==> src/rtl/service_bay_arbiter.sv <==
// Service bay arbiter: queues car-wash and workshop requests and grants the
// single bay round-robin, running a program-dependent service timer per car.
module service_bay_arbiter #(
   parameter int unsigned QW     = 3,
   parameter int unsigned BASE_T = 4,
   parameter int unsigned TW     = 5
) (
   input  logic          clk,
   input  logic          reset,
   input  logic          req_wash,
   input  logic          req_shop,
   input  logic [3:0]    wash_sel,
   input  logic [3:0]    shop_sel,
   input  logic          abort,
   output logic          grant_wash,
   output logic          grant_shop,
   output logic [2:0]    prog,
   output logic          busy,
   output logic          done,
   output logic          reject_wash,
   output logic          reject_shop,
   output logic [QW-1:0] q_wash,
   output logic [QW-1:0] q_shop
);

   typedef enum logic [1:0] {StIdle, StServe, StDone} state_t;

   // Lane encoding: 0 = wash, 1 = shop.
   localparam logic LaneWash = 1'b0;
   localparam logic LaneShop = 1'b1;

   localparam logic [QW-1:0] QMax = {QW{1'b1}};
   localparam logic [QW-1:0] QOne = QW'(1);
   localparam logic [TW-1:0] TOne = TW'(1);

   state_t        state_q, state_d;
   logic          lane_q, lane_d;
   logic          last_q, last_d;
   logic [2:0]    prog_q, prog_d;
   logic [TW-1:0] timer_q, timer_d;
   logic          req_wash_q, req_shop_q;
   logic [QW-1:0] q_wash_q, q_wash_d;
   logic [QW-1:0] q_shop_q, q_shop_d;

   logic          pulse_wash, pulse_shop;
   logic          win, win_lane;
   logic          dec_wash, dec_shop;
   logic [1:0]    k_wash, k_shop, k_win;

   // Lowest set selector bit; an empty selector falls back to program 0.
   function automatic logic [1:0] low_bit(input logic [3:0] sel);
      if (sel[0])      return 2'd0;
      else if (sel[1]) return 2'd1;
      else if (sel[2]) return 2'd2;
      else if (sel[3]) return 2'd3;
      else             return 2'd0;
   endfunction

   assign pulse_wash = req_wash & ~req_wash_q;
   assign pulse_shop = req_shop & ~req_shop_q;
   assign k_wash     = low_bit(wash_sel);
   assign k_shop     = low_bit(shop_sel);

   // Bay FSM: pick a lane in IDLE, count down the service, pulse done.
   always_comb begin
      state_d  = state_q;
      lane_d   = lane_q;
      last_d   = last_q;
      prog_d   = prog_q;
      timer_d  = timer_q;
      win      = 1'b0;
      win_lane = LaneWash;
      k_win    = 2'd0;
      unique case (state_q)
         StIdle: begin
            if (q_wash_q != '0 || q_shop_q != '0) begin
               win = 1'b1;
               if (q_wash_q != '0 && q_shop_q != '0) begin
                  win_lane = ~last_q;
               end else begin
                  win_lane = (q_wash_q == '0) ? LaneShop : LaneWash;
               end
               k_win   = (win_lane == LaneShop) ? k_shop : k_wash;
               lane_d  = win_lane;
               prog_d  = {1'b0, k_win} + 3'd1;
               timer_d = TW'(BASE_T * (32'(k_win) + 32'd1) - 32'd1);
               state_d = StServe;
            end
         end
         StServe: begin
            // Abort wins over a timer expiring in the same cycle.
            if (abort) begin
               last_d  = lane_q;
               state_d = StIdle;
            end else if (timer_q == '0) begin
               state_d = StDone;
            end else begin
               timer_d = timer_q - TOne;
            end
         end
         StDone: begin
            last_d  = lane_q;
            state_d = StIdle;
         end
         default: state_d = StIdle;
      endcase
   end

   assign dec_wash = win & (win_lane == LaneWash);
   assign dec_shop = win & (win_lane == LaneShop);

   // Waiting-car counters; a pulse on a full lane is dropped and flagged.
   always_comb begin
      q_wash_d    = q_wash_q;
      q_shop_d    = q_shop_q;
      reject_wash = 1'b0;
      reject_shop = 1'b0;
      if (pulse_wash && !dec_wash) begin
         if (q_wash_q == QMax) reject_wash = 1'b1;
         else                  q_wash_d    = q_wash_q + QOne;
      end else if (dec_wash && !pulse_wash) begin
         q_wash_d = q_wash_q - QOne;
      end
      if (pulse_shop && !dec_shop) begin
         if (q_shop_q == QMax) reject_shop = 1'b1;
         else                  q_shop_d    = q_shop_q + QOne;
      end else if (dec_shop && !pulse_shop) begin
         q_shop_d = q_shop_q - QOne;
      end
   end

   // State, counters and request edge registers.
   always_ff @(posedge clk) begin
      if (reset) begin
         state_q    <= StIdle;
         lane_q     <= LaneWash;
         last_q     <= LaneShop;
         prog_q     <= 3'd0;
         timer_q    <= '0;
         req_wash_q <= 1'b0;
         req_shop_q <= 1'b0;
         q_wash_q   <= '0;
         q_shop_q   <= '0;
      end else begin
         state_q    <= state_d;
         lane_q     <= lane_d;
         last_q     <= last_d;
         prog_q     <= prog_d;
         timer_q    <= timer_d;
         req_wash_q <= req_wash;
         req_shop_q <= req_shop;
         q_wash_q   <= q_wash_d;
         q_shop_q   <= q_shop_d;
      end
   end

   // Moore outputs decoded from the registered state.
   always_comb begin
      grant_wash = (state_q == StServe) && (lane_q == LaneWash);
      grant_shop = (state_q == StServe) && (lane_q == LaneShop);
      busy       = (state_q != StIdle);
      done       = (state_q == StDone);
      prog       = (state_q != StIdle) ? prog_q : 3'd0;
      q_wash     = q_wash_q;
      q_shop     = q_shop_q;
   end

endmodule

==> config.mk <==
export PLATFORM = sky130hd
export DESIGN_NAME = service_bay_arbiter
export DESIGN_NICKNAME = d
export VERILOG_FILES = /design/src/rtl/service_bay_arbiter.sv
export SDC_FILE = /design/constraint.sdc
export NUM_CORES = 1
export LEC_CHECK = 0
export CORE_MARGIN = 10
export CORE_UTILIZATION = 49
export DETAILED_ROUTE_END_ITERATION = 7
export GPL_ROUTABILITY_DRIVEN = 0
export PLACE_DENSITY = 0.88
export SLEW_MARGIN = 15
export SYNTH_ARGS = -nofsm -noshare
export SYNTH_HDL_FRONTEND = slang
export SYNTH_SLANG_ARGS = --single-unit
==> constraint.sdc <==
create_clock -name clk -period 2.91 [get_ports clk]
set_input_delay 0.7275 -clock clk [delete_from_list [all_inputs] [get_ports clk]]
set_output_delay 0.7275 -clock clk [all_outputs]
set_load 0.02 [all_outputs]
==> results.json, run 1 <==
{
  "via_per_inst": 5.430,
  "ys_dominant_reg_cell": "dfxtp_1",
  "dp_hpwl_um": 2215,
  "dr_wl_met3_um": 115,
  "yosysWarnings": 0,
  "irDropWorstVdd_mv": 0.7070,
  "rsz0062_at_grt": "false",
  "min_path_type": "reg -> reg",
  "area_growth_pct": 29.07,
  "power.density_nw_per_um2": 1071,
  "synth_area_um2": 1184,
  "fmax_mhz": 368.9,
  "synth_area_leaders": "dfxtp_1, nor2_1, mux2i_1, nand2_1, fa_1",
  "antenna_found_initial": 0,
  "drv_slew": 0,
  "cts.sinks": 20,
  "critPathMaxFanout": 2,
  "final_nets": 185,
  "timing.hold.ws_ns": 0.4581,
  "fin_cells": 193,
  "period_minus_slack_ns": 2.711,
  "top_layer": "met4",
  "fillCellCount": 196,
  "cts.clk_slew.worst_paths_ns": 0.11,
  "io_pins": 28,
  "cts_made_buffers": 3,
  "initial_core_util": 0.5250,
  "arrival_ns": 1.98,
  "hold_violations": 0,
  "cts.htree.levels": 1,
  "async_flop_share": 0,
  "critPathCaptureType": "output port",
  "synth-edff-count": 0,
  "grt_max_degree": 17,
  "dp_cells": 190,
  "vias": 1048,
  "finalPower_mw": 1.636,
  "die_h_um": 69.15,
  "seq_area_frac_synth": 0.3383,
  "diodes": 0,
  "grt_pass1_vias": 1019,
  "wl_met1_um": 1273,
  "drt-initial-drc-count": 52,
  "portBuffers": 27,
  "p_leak_nw": 0.6222,
  "utilization": 0.6776,
  "cts_root_buffer": "clkbuf_4",
  "cts_tree": "built",
  "wl_um": 2762,
  "wire_per_inst_um": 14.31,
  "status": "finished, final reports clean",
  "grt_overflow": 0,
  "max_cap_viol_count": 0,
  "wl_met2_um": 1345,
  "ant_nets": 0,
  "finalClockSkew_ns": 0.003369,
  "mostFrequentLayoutCells": "clkdlybuf4s50_1, dfxtp_1, nor2_1, nand2_1, inv_1",
  "worstSetupStartpointType": "input pin",
  "core_um2": 2255,
  "ys_types": 49,
  "clkLatencyLatePin_ns": 0.29,
  "firstDrtPassIters": 4,
  "tightest_slew_ns": 0.4847,
  "path_class": "in -> out",
  "rows": 17,
  "period_share": 0.9316,
  "crit_required_ns": 2.18,
  "synth.largest_area_cell": "dfxtp_1",
  "ctsLongestPathBuffers": 2,
  "ys_ff_latch": 20,
  "avgSynthCellArea_um2": 8.900,
  "relSlewSlack": 0.6741,
  "synth_nets": 151,
  "chipWidth_um": 69.15,
  "synthCells": 133,
  "post-route-drc-count": 0,
  "final_common_cell": "clkdlybuf4s50_1",
  "synth_top_area_share": 0.3383,
  "setup_violations": 0,
  "drive_gt1_frac": 0.1636,
  "grt_pass1_wl_um": 4650,
  "dieArea_um2": 4782,
  "grt_usage": 0.1104
}
layer usage:
layer	vias to the layer above	global-route usage
met5	-	0
met4	0	0.04656
met3	2	0.02568
met2	22	0.1845
met1	495	0.1303
li1	529	-
synth_stat cells, types with 2 or more instances:
cell / number
a211oi_1: 2
a21oi_1: 3
and2_1: 3
clkbuf_1: 2
dfxtp_1: 20
fa_1: 2
ha_1: 3
inv_1: 7
mux2i_1: 5
nand2_1: 11
nand2b_1: 2
nand3_1: 5
nor2_1: 19
nor2b_1: 6
nor3_1: 5
or3_4: 2
xnor2_1: 2
xor2_1: 3
timing repair:
| action | in CTS | in global routing |
|---|---|---|
| hold buffers | 0 | 0 |
| resized for setup | 2 | 0 |
| setup endpoints to repair | 2 | 0 |
| buffers inserted | 0 | 0 |
flip-flops by register name, indices dropped and copies added (netlist names):
register and cells:
prog_q 3, lane_q 1, q_shop 3, q_wash 3
timer_q 5, state_q 2, req_shop_q 1, last_q 1
req_wash_q 1
logic make-up (layout without fill, tap and decap cells):
family | count (synthesis) | in the layout | share of synthesized area
AO/OA/AOI/OAI | 23 | 23 | 0.1723
XOR/XNOR | 5 | 5 | 0.03700
adder cells (fa/ha/maj) | 5 | 5 | 0.06554
buffers and inverters | 11 | 43 | 0.04123
flip-flops | 20 | 20 | 0.3383
multiplexers | 6 | 6 | 0.05391
AND/OR/NAND/NOR | 63 | 63 | 0.2918
where the power goes:
| part | total, mW | switching, mW | internal, mW |
|---|---|---|---|
| logic | 1.02 | 0.544 | 0.478 |
| registers | 0.486 | 0.116 | 0.371 |
| clock network | 0.127 | 0.0792 | 0.0481 |
final timing paths:
check | start | end | slack, ns | depth (start not counted)
worst max-delay path | req_shop | reject_shop | 0.20 | 6
worst min register to register | prog_q[1] | prog_q[1] | 0.46 | 2
worst max register to register | q_wash[0] | timer_q[3] | 0.68 | 6
worst min-delay path | prog_q[1] | prog_q[1] | 0.46 | 2
stage by stage:
step	cell area, um^2	TNS, ns	setup slack [ns]
after floorplan	1184	0	0.7438
after global placement	1508	-0.04561	-0.04561
after detailed placement	1508	-0.1145	-0.09983
after CTS	1528	0	0.1818
after global routing	1528	0	0.1024
final	1528	0	0.1991
worst max-delay path, cell delays in order:
cell,delay (ns)
clkdlybuf4s50_1,0.48
nand2b_1,0.09
a31oi_2,0.20
inv_2,0.05
nor2_1,0.09
dlygate4sd2_1,0.34
final cells by class:
cell class	instances	area, um^2	area share
Clock buffer	3	22.52	0.01474
Tap cell	28	35.03	0.02293
Multi-Input combinational cell	102	734.5	0.4808
Timing Repair Buffer	32	305.3	0.1998
Sequential cell	20	400.4	0.2621
Inverter	8	30.03	0.01966
(Power assumes the default switching activity.)
==> run 2, diff against run 1 <==
--- a/config.mk
+++ b/config.mk
@@ -6,10 +6,12 @@
 export NUM_CORES = 1
 export LEC_CHECK = 0
 export CORE_MARGIN = 10
-export CORE_UTILIZATION = 49
+export CORE_UTILIZATION = 51
+export CTS_BUF_LIST = sky130_fd_sc_hd__clkbuf_2 sky130_fd_sc_hd__clkbuf_4 sky130_fd_sc_hd__clkbuf_8
 export DETAILED_ROUTE_END_ITERATION = 7
 export GPL_ROUTABILITY_DRIVEN = 0
-export PLACE_DENSITY = 0.88
+export MAX_ROUTING_LAYER = met4
+export PLACE_DENSITY = 0.91
 export SLEW_MARGIN = 15
 export SYNTH_ARGS = -nofsm -noshare
 export SYNTH_HDL_FRONTEND = slang
==> run 2 against run 1 <==
Register-to-register slack lost 0.02 ns. Via count grew 2.9%. Utilization grew 2.1 points. Die area shrank 2.8%.
==> results.json, run 2 (same netlist as run 1, synthesis figures left out) <==
{
  "initial_core_util": 0.5351,
  "firstDrtPassIters": 4,
  "cts.sinks": 20,
  "portBuffers": 27,
  "power.density_nw_per_um2": 1100,
  "r2r-end": "q_wash[2]",
  "holdCritStartpoint": "prog_q[2]",
  "hold_violations": 0,
  "core_um2": 2212,
  "rows": 17,
  "finalClockSkew_ns": 0.006723,
  "relSlewSlack": 0.6897,
  "reg2reg_depth": 9,
  "mostFrequentLayoutCells": "clkdlybuf4s50_1, dfxtp_1, nor2_1, nand2_1, inv_1",
  "cts_root_buffer": "clkbuf_4",
  "critPathCaptureType": "output port",
  "dp_hpwl_um": 2324,
  "dieArea_um2": 4648,
  "fmax_mhz": 367.7,
  "dpl_cell_area_um2": 1508,
  "p_leak_nw": 0.6431,
  "wl_um": 2945,
  "drive_gt1_frac": 0.1687,
  "grt_pass1_vias": 1122,
  "drv_slew": 0,
  "irDropWorstVdd_mv": 0.6705,
  "tightest_slew_ns": 0.4615,
  "die_h_um": 68.18,
  "vias": 1078,
  "seqPwrFrac": 0.285,
  "period_share": 0.9346,
  "diodes": 0,
  "path_cells": "clkdlybuf4s50_1 -> nand2b_1 -> a31oi_2 -> inv_2 -> nor2_1 -> dlygate4sd2_1",
  "netSwitchingPower_uw": 769.2,
  "grt_overflow": 0,
  "antenna_found_initial": 0,
  "path_class": "in -> out",
  "rr_startpoint": "q_wash[0]",
  "path_buf_inv": 3,
  "critPathTopFamily": "buffers and inverters",
  "ant_nets": 0,
  "cts_made_buffers": 3,
  "largest_register_ffs": 5,
  "dp_cells": 190,
  "cts_tree": "built",
  "cpPeakStageDelay_ns": 0.48,
  "internal_power_uw": 931.3,
  "hold_path_end": "prog_q[2]",
  "wire_per_inst_um": 15.18,
  "cts.clk_slew.worst_paths_ns": 0.11,
  "ctsLongestPathBuffers": 2,
  "min_path_type": "reg -> reg",
  "post_cts_buffers": 0,
  "via_per_inst": 5.557,
  "status": "finished, final reports clean",
  "final_nets": 185,
  "chipWidth_um": 68.18,
  "clkLatencyLatePin_ns": 0.31,
  "setup_violations": 0,
  "final_common_cell": "clkdlybuf4s50_1",
  "area_growth_pct": 30.55,
  "clkPwrFrac": 0.097,
  "arrival_ns": 1.99,
  "grt_usage": 0.1409,
  "fin_tns_setup_ns": 0,
  "r2r_slack_ns": 0.66,
  "timing.hold.ws_ns": 0.4668,
  "fin_cells": 194,
  "period_minus_slack_ns": 2.720,
  "max_cap_viol_count": 0,
  "drt-initial-drc-count": 41,
  "holdBufCountCts": 0,
  "rsz0062_at_grt": "false",
  "worstSetupStartpointType": "input pin",
  "grt_max_degree": 13,
  "utilization": 0.6985,
  "fin_area_um2": 1545,
  "holdPathStages": 2,
  "top_register": "timer_q",
  "cts.htree.levels": 1,
  "cpMaxStageDelayCell": "clkdlybuf4s50_1",
  "netSwitchingFraction": 0.4523,
  "share_comb_of_total_power": 0.618,
  "post-route-drc-count": 0,
  "cts_resized": 1,
  "io_pins": 28,
  "critPathMaxFanout": 2,
  "grt_pass1_wl_um": 4981,
  "crit_required_ns": 2.18
}
[run 2: changes by cell type in the layout (fill, tap and decap cells not counted), sizes merged]
cell          before  now
clkbuf             3    4
dlygate4sd2        2    1
dlymetal6s2s       0    1
[run 2: stage by stage]
step                      worst slack (ns)  total power, mW
after floorplan                     0.7438            1.217
after global placement            -0.03619            1.459
after detailed placement          -0.08107            1.535
after CTS                         0.009096            1.698
after global routing                0.1219            1.831
final                               0.1904            1.701
[run 2: worst min-delay path, cell delays in order, from the launching register on]
cell and delay (ns):
dfxtp_1 0.33, nand2_1 0.05, a21oi_1 0.05
[run 2: worst max-delay path by stage]
stage | start | endpoint | slack [ns] | cells past startpoint
6_report | req_shop | reject_shop | 0.19 | 6
5_1_grt | req_shop | reject_shop | 0.12 | 6
4_1_cts | req_wash | reject_wash | 0.009 | 5
3_5_place_dp | req_shop | reject_shop | -0.08 | 6
3_3_place_gp | req_shop | reject_shop | -0.04 | 6
2_1_floorplan | q_shop[0] | reject_shop | 0.74 | 4
[run 2: per-layer routing]
layer,share of wire,global-route usage,vias to the layer above
met5,0,-,-
met4,0.017,0.06030,0
met1,0.41,0.1423,497
li1,-,-,530
met3,0.077,0.04241,9
met2,0.50,0.2465,42
[run 2: layout make-up]
| class | instances | area [um^2] |
|---|---|---|
| Timing Repair Buffer | 32 | 309.0 |
| Sequential cell | 20 | 400.4 |
| Tap cell | 28 | 35.03 |
| Fill cell | 176 | 666.9 |
| Multi-Input combinational cell | 102 | 734.5 |
| Clock buffer | 4 | 36.28 |
| Inverter | 8 | 30.03 |
[run 2: power groups by stage]
stage | clock [mW] | sequential (mW) | combinational (mW)
floorplan | 0 | 0.504 | 0.712
global placement | 0 | 0.482 | 0.977
detailed placement | 0 | 0.491 | 1.04
CTS | 0.164 | 0.484 | 1.05
global route | 0.176 | 0.499 | 1.16
finish | 0.165 | 0.484 | 1.05
==> run 3, diff against run 2 <==
==> config.mk (replaced) <==
export PLATFORM = sky130hd
export DESIGN_NAME = service_bay_arbiter
export DESIGN_NICKNAME = d
export VERILOG_FILES = /design/src/rtl/service_bay_arbiter.sv
export SDC_FILE = /design/constraint.sdc
export NUM_CORES = 1
export LEC_CHECK = 0
export CAP_MARGIN = 20
export CORE_UTILIZATION = 49
export DETAILED_ROUTE_END_ITERATION = 7
export GPL_ROUTABILITY_DRIVEN = 0
export MAX_ROUTING_LAYER = met4
export PLACE_DENSITY = 0.88
export SLEW_MARGIN = 15
export SYNTH_ARGS = -nofsm -noshare
export SYNTH_HDL_FRONTEND = slang
export SYNTH_SLANG_ARGS = --single-unit
==> run 3 against run 2 <==
Utilization down 2.1 points. Maximum frequency up 0.66%. Count of clock-buffer cells in the layout down 1. Die area down 44%. Final area down 1.1%. Register-to-register slack better by 0.03 ns. Final cell count down 0.52%. Critical path type unchanged.
==> results.json, run 3 (same netlist as run 1, synthesis figures left out) <==
{
  "status": "finished, final reports clean",
  "path_cells": "clkdlybuf4s50_1 -> nand2b_1 -> a31oi_2 -> inv_2 -> nor2_1 -> dlygate4sd2_1",
  "r2r-end": "timer_q[3]",
  "post-route-drc-count": 0,
  "met2_usage": 0.3816,
  "drive_gt1_frac": 0.1636,
  "rr_startpoint": "q_wash[0]",
  "share_comb_of_total_power": 0.618,
  "via_per_inst": 5.446,
  "portBuffers": 27,
  "diodes": 0,
  "dieArea_um2": 2616,
  "cpMaxStageDelayCell": "clkdlybuf4s50_1",
  "grt_max_degree": 15,
  "cts_root_buffer": "clkbuf_4",
  "ctsLongestPathBuffers": 2,
  "cts.sinks": 20,
  "cts.htree.levels": 1,
  "netSwitchingPower_uw": 722.9,
  "cts_made_buffers": 3,
  "drv_slew": 0,
  "tightest_slew_ns": 0.5660,
  "holdCritStartpoint": "prog_q[1]",
  "grt-busiest-layer": "met2",
  "cts_resized": 2,
  "irDropWorstVdd_mv": 0.6457,
  "reg2reg_depth": 6,
  "grt_pass1_wl_um": 4264,
  "dpl_cell_area_um2": 1508,
  "ant_nets": 0,
  "area_growth_pct": 29.07,
  "setup_violations": 0,
  "finalPower_mw": 1.616,
  "grt_overflow": 0,
  "crit_required_ns": 2.18,
  "netSwitchingFraction": 0.4473,
  "max_cap_viol_count": 0,
  "period_share": 0.9284,
  "use_met3": 0.03869,
  "final-seq-area_um2": 400.4,
  "critPathMaxFanout": 2,
  "chipWidth_um": 51.15,
  "fin_area_um2": 1528,
  "top_register": "timer_q",
  "power.density_nw_per_um2": 1058,
  "vias": 1051,
  "path_class": "in -> out",
  "post_cts_buffers": 0,
  "mostFrequentLayoutCells": "clkdlybuf4s50_1, dfxtp_1, nor2_1, nand2_1, inv_1",
  "io_pins": 28,
  "cts.clk_slew.worst_paths_ns": 0.11,
  "worstSetupStartpointType": "input pin",
  "internal_power_uw": 893.4,
  "min_path_type": "reg -> reg",
  "hold_path_end": "prog_q[1]",
  "holdPathStages": 2,
  "fmax_mhz": 370.1,
  "finalClockSkew_ns": 0.003744,
  "hold_violations": 0,
  "relSlewSlack": 0.6215,
  "p_leak_nw": 0.6222,
  "firstDrtPassIters": 4,
  "initial_core_util": 0.5250,
  "rsz0062_at_grt": "false",
  "antenna_found_initial": 0,
  "grt_pass1_vias": 1032,
  "clkPwrFrac": 0.083,
  "multi_input_area_um2": 734.5,
  "largest_register_ffs": 5,
  "holdBufCountCts": 0,
  "wire_per_inst_um": 12.42,
  "r2r_slack_ns": 0.69,
  "grt_usage": 0.2222,
  "pre_cts_ws_ns": -0.06054,
  "core_um2": 2255,
  "final_nets": 185,
  "use_met1": 0.2574,
  "seqPwrFrac": 0.299,
  "cts_tree": "built",
  "cpPeakStageDelay_ns": 0.48,
  "period_minus_slack_ns": 2.702,
  "rows": 17,
  "clkLatencyLatePin_ns": 0.30,
  "fillCellCount": 201,
  "final_common_cell": "clkdlybuf4s50_1",
  "dp_hpwl_um": 1888,
  "wl_um": 2398,
  "arrival_ns": 1.97,
  "critPathCaptureType": "output port",
  "die_h_um": 51.15,
  "drt-initial-drc-count": 13,
  "timing.final.ws_setup_ns": 0.2083
}
[run 3: changes by cell type in the layout (fill, tap and decap cells not counted), sizes merged]
cell / delta
dlymetal6s2s: -1
clkbuf: -1
dlygate4sd2: +1
[run 3: final cells by class]
class / instances / share of cell area
Tap cell: 28 / 0.02293
Timing Repair Buffer: 32 / 0.1998
Multi-Input combinational cell: 102 / 0.4808
Inverter: 8 / 0.01966
Clock buffer: 3 / 0.01474
Sequential cell: 20 / 0.2621
[run 3: critical path: cells and delay by family]
family | cells | cell delay, ns
buffers and inverters | 3 | 0.87
and+or+nand+nor | 2 | 0.17
AOI/OAI and AO/OA | 1 | 0.20
[run 3: through the flow]
step,hold slack (ns),setup TNS (ns),cells,utilization
final,0.4612,0,193,0.6776
after global routing,0.4885,0,193,0.6776
after CTS,0.4620,0,193,0.6776
after detailed placement,0.4452,-0.07838,190,0.6687
after global placement,0.4390,-0.04408,190,0.6687
after floorplan,0.4317,0,133,-
[run 3: how the worst max path moves through the flow]
stage	from	endpoint	slack (ns)
detailed placement	req_shop	reject_shop	-0.06
global placement	req_shop	reject_shop	-0.04
finish	req_shop	reject_shop	0.21
CTS	req_shop	reject_shop	0.22
global route	req_shop	reject_shop	0.12
floorplan	q_shop[0]	reject_shop	0.74
[run 3: metal layers]
layer  vias to the layer above  part of all wire
met5                         -                 0
met1                       497              0.47
li1                        528                 -
met2                        22              0.48
met3                         4             0.034
met4                         0             0.014
[run 3: power groups by stage]
stage                     logic (mW)  registers (mW)  clock network [mW]
final                          0.999           0.483               0.134
after floorplan                0.712           0.504                   0
after global routing            1.12           0.502               0.147
after detailed placement        1.01           0.489                   0
after global placement         0.967           0.480                   0
after CTS                       1.01           0.483               0.136
